[config.mk]
export PLATFORM = sky130hd
export DESIGN_NAME = jtag_tap_ctrl
export DESIGN_NICKNAME = d
export VERILOG_FILES = /design/src/rtl/jtag_pkg.sv /design/src/rtl/jtag_tap_fsm.sv /design/src/rtl/jtag_tap_ctrl.sv
export SDC_FILE = /design/constraint.sdc
export NUM_CORES = 1
export LEC_CHECK = 0
export ABC_AREA = 1
export ABC_CLOCK_PERIOD_IN_PS = 4400
export CAP_MARGIN = 25
export CORE_UTILIZATION = 50
export CTS_BUF_LIST = sky130_fd_sc_hd__clkbuf_8
export CTS_CLUSTER_DIAMETER = 100
export DETAILED_ROUTE_END_ITERATION = 12
export GPL_ROUTABILITY_DRIVEN = 0
export MAX_ROUTING_LAYER = met4
export PLACE_DENSITY = 0.7
export RECOVER_POWER = 100
export SYNTH_ARGS = -nofsm -noshare
export SYNTH_HDL_FRONTEND = slang
export SYNTH_SLANG_ARGS = --single-unit
[constraint.sdc]
create_clock -name CK -period 4.4 [get_ports CK]
set_clock_uncertainty 0.2 [all_clocks]
set_input_delay 1.1 -clock CK [delete_from_list [all_inputs] [get_ports CK]]
set_output_delay 1.1 -clock CK [all_outputs]
set_load 0.02 [all_outputs]
[src/rtl/jtag_pkg.sv]
// jtag_pkg: TAP state encoding, default opcodes and decode strobes shared by the TAP controller
package jtag_pkg;
  typedef enum logic [3:0] {
    TLR, RTI, SEL_DR, CAP_DR, SH_DR, EX1_DR, PAU_DR, EX2_DR,
    UPD_DR, SEL_IR, CAP_IR, SH_IR, EX1_IR, PAU_IR, EX2_IR, UPD_IR
  } tap_state_t;
  localparam logic [3:0] EXTEST_OP = 4'h0;
  localparam logic [3:0] SAMPLE_OP = 4'h1;
  localparam logic [3:0] IDCODE_OP = 4'h2;
  localparam logic [3:0] BYPASS_OP = 4'hF;
  localparam logic [3:0] IR_CAPTURE = 4'b0001;
  typedef struct packed {
    logic tlr;
    logic cap_dr;
    logic sh_dr;
    logic upd_dr;
    logic cap_ir;
    logic sh_ir;
    logic upd_ir;
  } tap_dec_t;
endpackage

[src/rtl/jtag_tap_fsm.sv]
// jtag_tap_fsm: 16-state TAP state register, TMS next-state logic and one-hot state strobes
module jtag_tap_fsm
  import jtag_pkg::*;
(
  input  logic       CK,
  input  logic       TRST_N,
  input  logic       TMS,
  output logic [3:0] tap_state,
  output tap_dec_t   dec
);
  tap_state_t state, nxt;
  always_ff @(posedge CK)
    state <= !TRST_N ? TLR : nxt;
  always_comb begin
    nxt = state;
    case (state)
      TLR:     nxt = TMS ? TLR    : RTI;
      RTI:     nxt = TMS ? SEL_DR : RTI;
      SEL_DR:  nxt = TMS ? SEL_IR : CAP_DR;
      CAP_DR:  nxt = TMS ? EX1_DR : SH_DR;
      SH_DR:   nxt = TMS ? EX1_DR : SH_DR;
      EX1_DR:  nxt = TMS ? UPD_DR : PAU_DR;
      PAU_DR:  nxt = TMS ? EX2_DR : PAU_DR;
      EX2_DR:  nxt = TMS ? UPD_DR : SH_DR;
      UPD_DR:  nxt = TMS ? SEL_DR : RTI;
      SEL_IR:  nxt = TMS ? TLR    : CAP_IR;
      CAP_IR:  nxt = TMS ? EX1_IR : SH_IR;
      SH_IR:   nxt = TMS ? EX1_IR : SH_IR;
      EX1_IR:  nxt = TMS ? UPD_IR : PAU_IR;
      PAU_IR:  nxt = TMS ? EX2_IR : PAU_IR;
      EX2_IR:  nxt = TMS ? UPD_IR : SH_IR;
      UPD_IR:  nxt = TMS ? SEL_DR : RTI;
      default: nxt = TLR;
    endcase
  end
  always_comb begin
    tap_state  = state;
    dec.tlr    = state == TLR;
    dec.cap_dr = state == CAP_DR;
    dec.sh_dr  = state == SH_DR;
    dec.upd_dr = state == UPD_DR;
    dec.cap_ir = state == CAP_IR;
    dec.sh_ir  = state == SH_IR;
    dec.upd_ir = state == UPD_IR;
  end
endmodule

[src/rtl/jtag_tap_ctrl.sv]
// jtag_tap_ctrl: TAP controller with IR, bypass and IDCODE registers, BSR strobes and TDO mux
module jtag_tap_ctrl
  import jtag_pkg::*;
#(
  parameter int              IR_W       = 4,
  parameter logic [31:0]     IDCODE_VAL = 32'h1923_4001,
  parameter logic [IR_W-1:0] OP_EXTEST  = EXTEST_OP,
  parameter logic [IR_W-1:0] OP_SAMPLE  = SAMPLE_OP,
  parameter logic [IR_W-1:0] OP_IDCODE  = IDCODE_OP,
  parameter logic [IR_W-1:0] OP_BYPASS  = BYPASS_OP
) (
  input  logic       CK,
  input  logic       TRST_N,
  input  logic       TMS,
  input  logic       TDI,
  input  logic       TDO_BSR,
  output logic       TDO,
  output logic       TDO_EN,
  output logic       clockdr,
  output logic       updatedr,
  output logic       shiftdr,
  output logic       bs_en,
  output logic [3:0] tap_state
);
  tap_dec_t          d;
  logic [IR_W-1:0]   ir_sh, ir_q;
  logic              byp;
  logic [31:0]       idcode_sh;
  logic              bsr_sel, idc_sel, byp_sel;
  jtag_tap_fsm u_fsm (
    .CK       (CK),
    .TRST_N   (TRST_N),
    .TMS      (TMS),
    .tap_state(tap_state),
    .dec      (d)
  );
  // OP_BYPASS is the catch-all: anything not BSR or IDCODE lands on the bypass bit
  assign bsr_sel = ir_q == OP_EXTEST || ir_q == OP_SAMPLE;
  assign idc_sel = !bsr_sel && ir_q == OP_IDCODE;
  assign byp_sel = !bsr_sel && !idc_sel;
  always_ff @(posedge CK) begin
    if (!TRST_N) begin
      ir_sh     <= '0;
      ir_q      <= OP_IDCODE;
      byp       <= 1'b0;
      idcode_sh <= '0;
    end else begin
      ir_sh     <= d.cap_ir ? IR_W'(IR_CAPTURE) : d.sh_ir ? {TDI, ir_sh[IR_W-1:1]} : ir_sh;
      ir_q      <= d.tlr ? OP_IDCODE : d.upd_ir ? ir_sh : ir_q;
      byp       <= !byp_sel ? byp : d.cap_dr ? 1'b0 : d.sh_dr ? TDI : byp;
      idcode_sh <= !idc_sel ? idcode_sh : d.cap_dr ? IDCODE_VAL : d.sh_dr ? {TDI, idcode_sh[31:1]} : idcode_sh;
    end
  end
  // bs_en is gated by TLR so a TMS-driven reset drops it before ir_q reloads
  always_comb begin
    TDO_EN   = d.sh_dr || d.sh_ir;
    shiftdr  = d.sh_dr;
    clockdr  = bsr_sel && (d.cap_dr || d.sh_dr);
    updatedr = bsr_sel && d.upd_dr;
    bs_en    = ir_q == OP_EXTEST && !d.tlr;
    TDO      = d.sh_ir ? ir_sh[0] : !d.sh_dr ? 1'b0 : bsr_sel ? TDO_BSR : idc_sel ? idcode_sh[0] : byp;
  end
endmodule

=== Yosys cells after proc, flatten, opt, wreduce, memory -nomap -nowiden ===
Cells that the tools add are included.

* Equality and inequality tests: 17
* Mux-type cells: 23
* Bitwise gates (word level): 1
* Reduce and logical (&&, ||, !) cells: 22

{| class="wikitable"
|+ Operators with widths
! operator !! number
|-
| $mux 32 || 2
|-
| $pmux 4 s12 || 1
|-
| $eq 4x4->1 const B || 8
|-
| $eq 4x3->1 const B || 4
|-
| $mux 4 || 4
|-
| $eq 4x2->1 const B || 3
|-
| $mux 1 || 11
|-
| $eq 4x1->1 const B || 2
|-
| $logic_not 4->1 || 2
|-
| $reduce_or 2->1 || 4
|-
| $mux 2 || 3
|-
| $mux 3 || 2
|-
| $logic_and 1x1->1 || 5
|-
| $reduce_and 2->1 || 2
|-
| $reduce_bool 2->1 || 2
|-
| $logic_not 1->1 || 3
|-
| $logic_or 1x1->1 || 3
|-
| $reduce_or 3->1 || 1
|-
| $not 1->1 || 1
|}

* Register bits: 45
* Logic and storage cells: 69

=== Depth between registers and ports, before layout ===
Gate-level depths: netlist (run 1).

* Depth after elaboration: 8
* Mapped depth: 10
* Depth with buffers taken out: 9

=== Modules after synthesis ===
Synthesis (run 1) repeated with hierarchy kept, for this count alone.

* Cell total of the unflattened synthesis: 341
* Area total of the unflattened synthesis: 2232.1 µm²

{| class="wikitable"
|+ By module, submodules not included
! module !! times used !! cells an instance !! area each (µm²) !! sequential area each (µm²)
|-
| jtag_tap_ctrl || 1 || 267 || 1840.5 || 820.8
|-
| jtag_tap_fsm || 1 || 74 || 391.6 || 80.1
|}

=== Least setup slack after synthesis (run 1) ===
No wires, ideal clock.

* Kind: input to output
* From: input port TDO_BSR
* To: output port TDO
* Data arrival time: 1581 ps
* Required time: 3100 ps
* Setup slack: 1519 ps
* Stages: 3
* Buffers on the path: 0
* Cell sequence: or2_2 nand3_1 nand2_1

* Cells in the longest elaborated chain, start to end: 3

{| class="wikitable"
|+ RTL lines
! item !! RTL line !! source
|-
| from (decl) || jtag_tap_ctrl.sv:16 || <nowiki>input logic TDO_BSR,</nowiki>
|-
| $mux 1 (3 in series) || jtag_tap_ctrl.sv:61 || <nowiki>TDO = d.sh_ir ? ir_sh[0] : !d.sh_dr ? 1'b0 : bsr_sel ? TDO_BSR : idc_sel ? idcode_sh[0] : byp;</nowiki>
|-
| to (decl) || jtag_tap_ctrl.sv:17 || <nowiki>output logic TDO,</nowiki>
|}

No other way between the ends.

=== Final worst setup path (run 1) ===
Same ends and word-level chain as after synthesis.

==> results of run 1 <==
[layer usage]
layer	global-route usage, %	share of wire (%)	vias up
met5	-	0	-
met4	7.18	1.6	0
met3	5.14	4.3	7
met2	31.1	45	31
met1	24.6	49	804
li1	-	-	1000
[synth_stat cells, types with 2 or more instances]
cell / n / area, sq um
a211oi_1: 2 / 15.0
nor2_2: 4 / 25.0
nand3_1: 5 / 25.0
nand2_1: 113 / 424
o21ai_0: 12 / 60.1
clkbuf_1: 5 / 18.8
nor2_1: 76 / 285
a21oi_1: 10 / 50.1
inv_1: 16 / 60.1
a31oi_1: 2 / 12.5
nand2_2: 2 / 12.5
o21ai_1: 3 / 15.0
buf_6: 5 / 56.3
nor3_1: 8 / 40.0
dfxtp_1: 45 / 901
nand2_4: 3 / 33.8
[power breakdown]
group	internal, mW	total [mW]	switching (mW)	leakage [nW]
Sequential	0.420	0.429	0.00877	0.364
Combinational	0.0264	0.0717	0.0453	0.570
Clock	0.108	0.242	0.135	0.0467
Total	0.554	0.743	0.189	0.980
[worst max path at each step]
stage	startpoint	to	slack, ns
2_1_floorplan	TDO_BSR	TDO	1.52
3_3_place_gp	TDO_BSR	TDO	0.68
3_5_place_dp	TDO_BSR	TDO	0.67
4_1_cts	TDO_BSR	TDO	0.67
5_1_grt	TDO_BSR	TDO	0.53
6_report	TDO_BSR	TDO	0.57
[logic make-up (layout without fill, tap and decap cells)]
kind of cell / count (synthesis) / count (layout) / synth area share, %
buffers and inverters: 30 / 41 / 7.49
DFF: 45 / 45 / 43.1
AOI/OAI and AO/OA: 29 / 29 / 7.31
and+or+nand+nor: 215 / 215 / 42.1
[worst max-delay path, stage by stage]
cell,delay (ns)
clkdlybuf4s50_1,0.39
or2_2,0.29
nand3_1,0.08
nand2_1,0.04
dlygate4sd3_1,0.64
[metrics by stage]
stage | util (%) | cells
after floorplan | - | 319
after global placement | 55.4 | 372
after detailed placement | 55.4 | 372
after CTS | 57.5 | 380
after global routing | 57.4 | 380
final | 57.4 | 380
[registers in the layout, indices dropped and copies added (netlist names)]
name and cells:
byp 1, idcode_sh 32, ir_q 4, ir_sh 4, u_fsm.tap_state 4
[layout make-up]
type / instances / area share [%]
clock buffer: 5 / 3.00
multi-input combinational: 244 / 44.9
clock inverter: 3 / 0.654
sequential: 45 / 39.3
tap: 50 / 2.73
inverter: 18 / 3.16
timing repair buffer: 15 / 6.27
[cell usage in the layout, fill, tap and decap left out, types with 4 or more instances in the layout]
cell             n
a21oi_1         10
clkbuf_8         5
dfxtp_1         45
dlygate4sd3_1   11
inv_1           18
nand2_1        113
nand3_1          5
nor2_1          76
nor2_2           4
nor3_1           8
o21ai_0         14
==> impl_results.md, run 1 <==
* FP Rows at 23
* Die X at 66.6 microns
* Post-cts resize count at 0
* Number of fill cells at 414
* CTS sink count at 45
* Post-synth EDFFs at 0
* Hold buffer count at cts at 0
* Slew Viols, Final at 39
* Final antenna-violating net count at 0
* Avg WL per Cell at 10.2 microns
* Rel. slew slack at -3.90%
* Share of layout cells above drive strength 1 at 5.76%
* Largest net degree at the start of global routing at 56
* Remaining global-route overflow at 0
* RSZ-0062 raised after global routing: false
* Distinct cells, synth at 24
* CTS tree: built
* Clock slew at reported path FFs at 0.08 ns
* Syn nets at 324
* Critical path data required time at 3.10 ns
* Kind of start point of the critical path: input port
* Worst-Skew Late Latency at 0.30 ns
* First-pass GRT wire length at 6.49 mm
* Worst R2R Setup Slack at 2.32 ns
* Setup Buffers After CTS at 0
* Overall Power at 0.743 mW
* Via density at 4.85
* Worst hold path cell count at 2
* CTS Buf Count at 5
* Initial antenna violation count at 0
* Pleak at 0.980 nW
* DR vias at 1842
* Min-Delay Path Class: reg2reg
* Slew @ Worst Pin at 1.56 ns
* Gr usage total at 19.9%
* Max Cap Violations at 1
* Drc violations at 0
* RR Startpoint: u_fsm.tap_state[0]
* Core region area at 0.00400 sq mm
* Crit path capture type: primary output
* Syn Area/Cell at 6.55 sq um
* Vias in the first global route at 1486
* Max Clock Freq at 261 MHz
* Initial drt markers at 146
* Clk buf depth at 2
* Worst Setup Path Type: in2out
* Setup_tns at 0 ns
* Synth Warn # at 0
* FF-to-FF End: idcode_sh[21]
* IO Pins at 15
* Root buf cell: clkbuf_8
* Failing checks: max-capacitance violations, max-slew violations
* Cell count after synthesis at 319
* DP Worst Slack at 0.671 ns
* Register Area at 901 sq um
* Netlist area before placement at 0.00209 sq mm
* Die Footprint at 0.00444 sq mm
* Status: finished with violations
* Area Overhead vs Synth at 9.89%
* Fin crit period at 3.83 ns
* PortBufs at 14
* Multi-input gate area at 0.00103 sq mm
* ANT cells at 0
* Async SR Flop Fraction at 0%
* Hold slack at 0.264 ns
* Post-route setup slack at 0.566 ns
* Initial Utilization at 52.2%
* Period utilization at 87.1%
* Die H at 66.6 microns
* #FFs+latches synth at 45
* Final setup fails at 0
* Final WL at 3.88 mm
* Nets@finish at 334
* Placed instance area at 0.00221 sq mm
* Most common flop cell mapped by yosys: dfxtp_1
* CTS H-tree depth at 2
* Hold Violations, Final at 0
* Fin area at 0.00229 sq mm
* PwrDens at 324 mW/mm^2
* Critical path arrival at 2.53 ns
* Post-synthesis sequential area ratio at 43.1%
* Post-DP HPWL at 2.50 mm
* Hold path startpoint: ir_sh[1]
* Drt first pass iters at 4
* Reg2Reg Depth at 8
* Max FO, Critical Path at 1
* Worst vdd ir at 0.191 mV
* Hold path endpoint: ir_q[1]
(Power assumes the default switching activity.)
==> run 2: changes to the inputs <==
- ABC_AREA: 1 -> not set
- CORE_ASPECT_RATIO: not set -> 1.2
- PLACE_DENSITY: 0.7 -> 0.69
- SYNTH_HIERARCHICAL: not set -> 1
==> run 2 against run 1 <==
Compared with the run above: the flow now finishes without violations; sequential share of layout area shrank 1.1 points; setup slack worse by 0.21 ns; global-route usage grew 0.71 points; utilization increased by 1.1 points; clock-buffer cell count grew 1; non-clock buffer count rose by 4.
==> impl_results.md, run 2 <==
* CTS sink count at 45 (unchanged)
* Post-DP HPWL at 2.63 mm (+5.4%)
* IO Pins at 15 (unchanged)
* Gr usage total at 20.6% (+0.71 points)
* First-pass GRT wire length at 7.30 mm (+12%)
* Die H at 74.2 microns (+11%)
* Fin crit period at 4.05 ns (+0.213 ns)
* DR vias at 1800 (-2.3%)
* Placed cells at 293 (-21%)
* Multi-input gate area at 0.00108 sq mm (+4.5%)
* Post-synth top cells: 45 x dfxtp_1, 36 x a21oi_1, 23 x nand4b_1
* Final setup fails at 0 (unchanged)
* CTS Buf Count at 5 (unchanged)
* Commonest non-fill, non-tap cell in the layout: dfxtp_1
* Die X at 62.2 microns (-6.7%)
* Post-synth EDFFs at 0 (unchanged)
* Worst Setup Path Type: in2out
* Syn nets at 252 (-22%)
* Cell count after synthesis at 247 (-23%)
* Final WL at 4.36 mm (+12%)
* Number of fill cells at 353 (-15%)
* Synth top area share at 41.5% (-1.6 points)
* Most frequent cell after synthesis: dfxtp_1
* Min-Delay Path Class: reg2reg
* Remaining global-route overflow at 0 (unchanged)
* Max FO, Critical Path at 1 (unchanged)
* Distinct cells, synth at 42 (+75%)
* Die Footprint at 0.00461 sq mm (+3.9%)
* PortBufs at 14 (unchanged)
* CTS tree: built
* Initial antenna violation count at 0 (unchanged)
* Root buf cell: clkbuf_8
* Core region area at 0.00404 sq mm (+0.88%)
* Avg WL per Cell at 14.5 microns (+42%)
* Post-cts resize count at 0 (unchanged)
* Max Clock Freq at 247 MHz (-5.3%)
* Nets@finish at 251 (-25%)
* Hold slack at 0.276 ns (+0.0115 ns)
* Status: complete, no violations
* FP Rows at 25 (+8.7%)
* Worst-Skew Late Latency at 0.30 ns (about the same)
* Period utilization at 92.0% (+4.8 points)
* Max Cap Violations at 0 (-1)
* Clk buf depth at 2 (unchanged)
* CTS H-tree depth at 2 (unchanged)
* Area Overhead vs Synth at 8.76%
* Final antenna-violating net count at 0 (unchanged)
* Synth area leader: dfxtp_1
* Critical path arrival at 2.75 ns (+0.22 ns)
* Slew @ Worst Pin at 1.12 ns (-0.435 ns)
* Vias in the first global route at 1590 (+7.0%)
* Pleak at 0.737 nW (-25%)
* Post-synthesis sequential area ratio at 41.5% (-1.6 points)
* Hold Violations, Final at 0 (unchanged)
* Synth Warn # at 6 (+6)
* Initial drt markers at 143 (-2.1%)
* Register bank with the most flops: idcode_sh
* Rel. slew slack at 25.1% (+29 points)
* Hold buffer count at cts at 0 (unchanged)
* Clock slew at reported path FFs at 0.08 ns (about the same)
* ANT cells at 0 (unchanged)
* Worst vdd ir at 0.200 mV (+4.9%)
* Syn Area/Cell at 8.79 sq um (+34%)
* Netlist area before placement at 0.00217 sq mm (+4.0%)
* Drt first pass iters at 4 (unchanged)
* Crit path capture type: primary output
* Fin cells at 301 (-21%)
* Share of layout cells above drive strength 1 at 6.88% (+1.1 points)
* Setup_tns at 0 ns (unchanged)
* Synth top area cells: dfxtp_1 41%, nand4b_1 9.3%, a21oi_1 8.3%
* Setup Buffers After CTS at 0 (unchanged)
* Kind of start point of the critical path: input port
* Async SR Flop Fraction at 0% (unchanged)
* Register Area at 901 sq um (unchanged)
* RSZ-0062 raised after global routing: false
* Initial Utilization at 53.8% (+1.6 points)
* Slew Viols, Final at 0 (-100%)
* Via density at 5.98 (+23%)
* #FFs+latches synth at 45 (unchanged)
* Max FFs per register at 32 (unchanged)
* Commonest non-fill, non-tap cells in the layout: 45 x dfxtp_1, 36 x a21oi_1, 27 x o21ai_0
* Critical path data required time at 3.10 ns (about the same)
* Most common flop cell mapped by yosys: dfxtp_1
* Drc violations at 0 (unchanged)
* Largest net degree at the start of global routing at 41 (-27%)
* PwrDens at 344 mW/mm^2 (+6.2%)
-- run 2: worst max-delay path: stages --
cell             delay [ns]
clkdlybuf4s50_1        0.46
nor2_1                 0.04
o21a_1                 0.19
o31ai_1                0.25
dlygate4sd3_1          0.71
-- run 2: worst paths after layout --
check,start,to,slack (ns),cells past startpoint
min reg2reg,idcode_sh[30],idcode_sh[30],0.28,2
max reg2reg,u_fsm/tap_state[1],idcode_sh[24],0.94,6
max,TDO_BSR,TDO,0.35,5
min,idcode_sh[30],idcode_sh[30],0.28,2
-- run 2: cell type report --
cell class	count	area share (%)
Timing Repair Buffer	19	7.21
Multi-Input combinational cell	168	45.6
Clock inverter	2	1.43
Tap cell	54	2.86
Clock buffer	6	3.50
Inverter	7	1.22
Sequential cell	45	38.2
-- run 2: logic make-up (layout without fill, tap and decap cells) --
logic type / Yosys count / after routing / synth area share (%)
AO/OA/AOI/OAI: 86 / 86 / 23.7
AND/OR/NAND/NOR: 74 / 74 / 22.2
flip-flops: 45 / 45 / 41.5
buffers and inverters: 34 / 34 / 8.53
multiplexers: 7 / 7 / 3.23
XOR/XNOR: 1 / 1 / 0.749
-- run 2: stage by stage --
step / setup WS (ns) / utilization [%] / instance area, sq um / total power, mW
floorplan: 0.906 / - / 2170 / 0.486
global placement: 0.388 / 56.1 / 2260 / 0.503
detailed placement: 0.418 / 56.1 / 2260 / 0.503
CTS: 0.391 / 59.0 / 2380 / 0.821
global route: 0.296 / 58.5 / 2360 / 0.843
finish: 0.353 / 58.5 / 2360 / 0.812
-- run 2: metal layers --
metal | GRT usage (%) | wire length, microns | vias up
met5 | - | 0 | -
met4 | 6.98 | 55 | 0
met3 | 4.60 | 114 | 10
met2 | 35.2 | 2110 | 22
met1 | 24.1 | 2070 | 858
li1 | - | - | 910
-- run 2: where the power goes --
| part | internal (mW) | leakage, nW | switching [mW] | total (mW) |
|---|---|---|---|---|
| Clock | 0.183 | 0.0626 | 0.139 | 0.322 |
| Combinational | 0.0264 | 0.311 | 0.0377 | 0.0640 |
| Sequential | 0.414 | 0.363 | 0.0119 | 0.426 |
==> run 3: changes to the inputs <==
- CTS_BUF_LIST: sky130_fd_sc_hd__clkbuf_8 -> sky130_fd_sc_hd__clkbuf_8 sky130_fd_sc_hd__clkbuf_16
==> results of run 3 <==
The final DEF is identical to that of run 2; final timing and power are the same.
